$ cat config.mk
export PLATFORM = sky130hd
export DESIGN_NAME = serial_addsub_5bits
export DESIGN_NICKNAME = d
export VERILOG_FILES = /design/src/rtl/serial_addsub_5bits.sv
export SDC_FILE = /design/constraint.sdc
export NUM_CORES = 1
export LEC_CHECK = 0
export CORE_MARGIN = 4
export CORE_UTILIZATION = 52
export DETAILED_ROUTE_END_ITERATION = 8
export GPL_ROUTABILITY_DRIVEN = 1
export PLACE_DENSITY = 0.82
export SYNTH_ARGS = -nofsm -noshare
export SYNTH_HDL_FRONTEND = slang
export SYNTH_SLANG_ARGS = --single-unit
$ cat constraint.sdc
create_clock -name clk -period 2.15 [get_ports clk]
set_clock_uncertainty 0.1 [all_clocks]
set_input_delay 0.43 -clock clk [delete_from_list [all_inputs] [get_ports clk]]
set_output_delay 0.43 -clock clk [all_outputs]
set_load 0.01 [all_outputs]
$ cat src/rtl/serial_addsub_5bits.sv
// serial_addsub_5bits
//   Bit-serial two's complement adder/subtractor. One full adder processes
//   one bit per clock, LSB first, over WIDTH cycles.
//
//   Optional feature macro: OVERFLOW_DETECT_EN
//     defined   -> signed overflow is produced from a captured MSB carry-in
//     undefined -> overflow is tied to 0 and no extra flop is built
//
// Ports
//   clk      in   rising-edge clock
//   reset    in   asynchronous active-high reset
//   start    in   request, accepted only in IDLE
//   sub      in   0: a+b, 1: a-b
//   a, b     in   WIDTH-bit two's complement operands
//   busy     out  high while bits are being shifted
//   done     out  one-cycle pulse, result valid
//   result   out  WIDTH-bit sum/difference, held until the next accepted start
//   cout     out  carry out of the MSB (for subtraction: 1 = no borrow)
//   overflow out  signed overflow flag

module serial_addsub_5bits #(
  parameter int unsigned WIDTH = 5
) (
  input  logic             clk,
  input  logic             reset,
  input  logic             start,
  input  logic             sub,
  input  logic [WIDTH-1:0] a,
  input  logic [WIDTH-1:0] b,
  output logic             busy,
  output logic             done,
  output logic [WIDTH-1:0] result,
  output logic             cout,
  output logic             overflow
);

  localparam int unsigned     CntW    = $clog2(WIDTH);
  localparam logic [CntW-1:0] LastBit = CntW'(WIDTH - 1);

  typedef enum logic [1:0] {
    StIdle,
    StShift,
    StDone
  } state_e;

  state_e           state_q;
  logic [WIDTH-1:0] a_q;
  logic [WIDTH-1:0] b_q;
  logic             sub_q;
  logic             carry_q;
  logic [CntW-1:0]  cnt_q;

`ifdef OVERFLOW_DETECT_EN
  logic             msb_cin_q;  // carry into the MSB position
`endif

  // Single full adder; b is inverted on the fly for subtraction, the +1 comes
  // from the carry flop being preset to sub at acceptance.
  logic b_bit;
  logic sum_bit;
  logic carry_next;

  always_comb begin
    b_bit      = b_q[0] ^ sub_q;
    sum_bit    = a_q[0] ^ b_bit ^ carry_q;
    carry_next = (a_q[0] & b_bit) | (a_q[0] & carry_q) | (b_bit & carry_q);
  end

  always_ff @(posedge clk or posedge reset) begin
    if (reset) begin
      state_q   <= StIdle;
      a_q       <= '0;
      b_q       <= '0;
      sub_q     <= 1'b0;
      carry_q   <= 1'b0;
      cnt_q     <= '0;
      busy      <= 1'b0;
      done      <= 1'b0;
      result    <= '0;
      cout      <= 1'b0;
`ifdef OVERFLOW_DETECT_EN
      msb_cin_q <= 1'b0;
`endif
    end else begin
      unique case (state_q)
        StIdle: begin
          if (start) begin
            a_q     <= a;
            b_q     <= b;
            sub_q   <= sub;
            carry_q <= sub;
            cnt_q   <= '0;
            busy    <= 1'b1;
            state_q <= StShift;
          end
        end

        StShift: begin
          a_q     <= a_q >> 1;
          b_q     <= b_q >> 1;
          carry_q <= carry_next;
          // Sum bits enter at the MSB so after WIDTH shifts bit 0 is the LSB.
          result  <= {sum_bit, result[WIDTH-1:1]};
          cnt_q   <= cnt_q + CntW'(1);
          if (cnt_q == LastBit) begin
            cout      <= carry_next;
`ifdef OVERFLOW_DETECT_EN
            msb_cin_q <= carry_q;
`endif
            busy      <= 1'b0;
            done      <= 1'b1;
            state_q   <= StDone;
          end
        end

        StDone: begin
          done    <= 1'b0;
          state_q <= StIdle;
        end

        default: begin
          busy    <= 1'b0;
          done    <= 1'b0;
          state_q <= StIdle;
        end
      endcase
    end
  end

`ifdef OVERFLOW_DETECT_EN
  assign overflow = msb_cin_q ^ cout;
`else
  assign overflow = 1'b0;
`endif

endmodule

==> qor.yml <==
status: "completed"
cts_resized: 0
final_period_util: 0.8390
die_y_microns: 56.24
tritoncts: "done"
area_growth_syn_to_layout_pct: 19.34
placementRows: 17
count_of_hold_buffers_inserted_by_post_cts_repair: 0
remaining_drc_errors: 0
worst_setup_path_start_kind: "flip-flop"
edff_count_synth: 0
worstMarginPinSlew_ns: 0.5103
r2r.worst_path.cells: 3
grt_max_degree: 26
timing.max_cap.violations: 0
clock.fmax_mhz: 554.4
crit_chain: "clkdlybuf4s50_1"
number_of_input_and_output_port_buffers_inserted: 21
critical_path.n_buffers_inverters: 1
vdd.ir_drop.worst_mv: 0.7700
cts-htree-levels: 1
layout_commonest_cell: "sky130_fd_sc_hd__dfrtp_1"
top_cell_family_by_delay_on_the_critical_path: "buffers and inverters"
crit_required_ns: 1.62
antenna_violations_before_repair: 0
synth_nets: 137
cp_max_fo: 3
p_sw_uw: 805.2
first_global_vias: 999
crit_type: "reg -> out"
cts.reportedPaths.clkPinSlew_ns: 0.14
post-cts-setup-buffer-count: 0
grt_first_pass_wirelength_mm: 4.429
fin_setup_tns_ns: 0
numCtsBuffers: 3
global_route.usage.total: 0.1774
die-area_sq_um: 3162
synth_top_area_frac: 0.5171
drt-wirelength-per-cell_microns: 15.01
drt-pass1-iter-count: 4
synth_sequential_area_ratio: 0.5171
clk_path_buf_depth: 2
maxSlewHeadroom: 0.6598
dominantRegCellSynth: "sky130_fd_sc_hd__dfrtp_1"
synth.distinct_cells: 31
top_level_ports: 23
cts_root_buf: "sky130_fd_sc_hd__clkbuf_4"
timing.critical_path.to_type: "primary output"
regToRegSetupSlack_ns: 0.57
timing.critical_path.depth: 1
setup_violations: 0
slowest_stage: "sky130_fd_sc_hd__clkdlybuf4s50_1"
floorplan.core_area_sq_um: 2212
synth-warning-count: 0
cp_slowest_stage_delay_ns: 0.56
power_switching_share: 0.3955
mean_instance_size_in_the_synthesized_netlist_sq_um: 10.08
drt-vias-per-instance: 5.518
num_vias: 938
drv_slew: 0
detail_route.wirelength_mm: 2.552
synth_instances: 120
effective_utilization_at_floorplan: 0.5469
drt_first_iter_violations: 11
report.final.hold_viol_count: 0
cell_taking_the_most_area_after_synthesis: "sky130_fd_sc_hd__dfrtp_1"
clock_power_share: 0.106
critPathArrivalTime_ns: 1.27
power_leakage_uw: 0.0006376
n_antenna_cell: 0
async_flop_share: 1.000
fraction_of_layout_cells_with_a_size_suffix_above_1: 0.1127
mappedNetlistArea_sq_um: 1210
numClockSinks: 25
count_of_state_elements_after_synthesis: 25
rsz_0062_raised_after_global_routing: "no"
final.hold.worst_slack_ns: 0.3565
timing.final.crit_period_ns: 1.804
hpwl_mm: 1.906
final_cell_mix: "sky130_fd_sc_hd__dfrtp_1, sky130_fd_sc_hd__clkdlybuf4s50_1, sky130_fd_sc_hd__nand2_1"
layout.filler_cells: 192
powerDensity_nw_per_um2: 1410
grt.overflow.total: 0
p_comb_frac: 0.468
place.gp.congestion: 0.7998
cell_internal_pwr_uw: 1231
die_w_microns: 56.24
clock_insertion_delay_worst_skew_ns: 0.32
sequentialPowerShare: 0.426
synth.top_cells.by_area: "sky130_fd_sc_hd__dfrtp_1, sky130_fd_sc_hd__nand2_1, sky130_fd_sc_hd__o22ai_1, sky130_fd_sc_hd__buf_6, sky130_fd_sc_hd__o21ai_0"
design.final.nets: 160
route.antenna.remaining_nets: 0
hold_class: "in -> async"
==> cells in the mapped netlist, types with 2 or more instances <==
cell                       count
sky130_fd_sc_hd__o22ai_1      10
sky130_fd_sc_hd__ha_1          2
sky130_fd_sc_hd__a21oi_1       7
sky130_fd_sc_hd__a31oi_1       3
sky130_fd_sc_hd__dfrtp_1      25
sky130_fd_sc_hd__nand2_1      20
sky130_fd_sc_hd__nor3_1        5
sky130_fd_sc_hd__o21ai_0       8
sky130_fd_sc_hd__nand3b_1      2
sky130_fd_sc_hd__buf_4         2
sky130_fd_sc_hd__nand2b_1      2
sky130_fd_sc_hd__inv_1         7
sky130_fd_sc_hd__nand3_1       2
sky130_fd_sc_hd__buf_6         5
sky130_fd_sc_hd__nor2_1        4
==> routing by layer <==
layer  wire length (microns)  track usage  vias to the layer above
li1                        -            -                      460
met1                    1134       0.2219                      456
met2                    1280       0.2972                       20
met3                     112      0.04176                        2
met4                      25      0.06441                        0
met5                       0            0                        -
==> worst paths after layout <==
kind,from,to
worst max-delay path,result[3]$_DFFE_PP0P_,result[3]
max in group asynchronous,reset,b_q[3]$_DFFE_PP0P_
min in group clk,result[0]$_DFFE_PP0P_,result[0]$_DFFE_PP0P_
worst min-delay path,reset,result[4]$_DFFE_PP0P_
worst max register to register,state_q[1]$_DFFE_PP0P_,b_q[2]$_DFFE_PP0P_
worst min register to register,result[0]$_DFFE_PP0P_,result[0]$_DFFE_PP0P_
==> through the flow <==
stage          setup WS, ns  power, uW  utilization  instance area, sq um  std cells
2_1_floorplan        0.8704       1534            -                  1210        120
3_3_place_gp         0.3205       1778       0.6391                  1414        166
3_5_place_dp         0.2435       1836       0.6391                  1414        166
4_1_cts              0.3197       2048       0.6527                  1444        170
5_1_grt              0.2749       2198       0.6527                  1444        170
6_report             0.3462       2036       0.6527                  1444        170
==> power by group through the flow <==
stage	registers, uW	clock network (uW)	logic, uW
2_1_floorplan	858	0	676
3_3_place_gp	860	0	918
4_1_cts	869	218	961
5_1_grt	896	239	1060
3_5_place_dp	880	0	955
6_report	867	215	954
==> area by class of cell <==
| cell class | instances | area, sq um | area share |
|---|---|---|---|
| Clock inverter | 1 | 7.507 | 0.005199 |
| Multi-Input combinational cell | 80 | 483.0 | 0.3345 |
| Timing Repair Buffer | 25 | 240.2 | 0.1664 |
| Inverter | 8 | 30.03 | 0.02080 |
| Tap cell | 28 | 35.03 | 0.02426 |
| Clock buffer | 3 | 22.52 | 0.01560 |
| Sequential cell | 25 | 625.6 | 0.4333 |
==> logic make-up (layout without fill, tap and decap cells) <==
family | after synthesis | count (layout) | share of synthesized area
compound gates | 34 | 34 | 0.1810
xor+xnor | 1 | 1 | 0.007240
fa+ha+maj | 3 | 3 | 0.03723
buf+inv | 15 | 37 | 0.08376
flops | 25 | 25 | 0.5171
mux | 1 | 1 | 0.01241
other cells | 1 | 1 | 0.003099
simple gates | 40 | 40 | 0.1582
==> state kept, by name (all words and copies together), names as in the netlist <==
signal   flops
busy         1
cnt_q        3
result       5
sub_q        1
carry_q      1
cout         1
done         1
a_q          5
b_q          5
state_q      2
(Power assumes the default switching activity.)
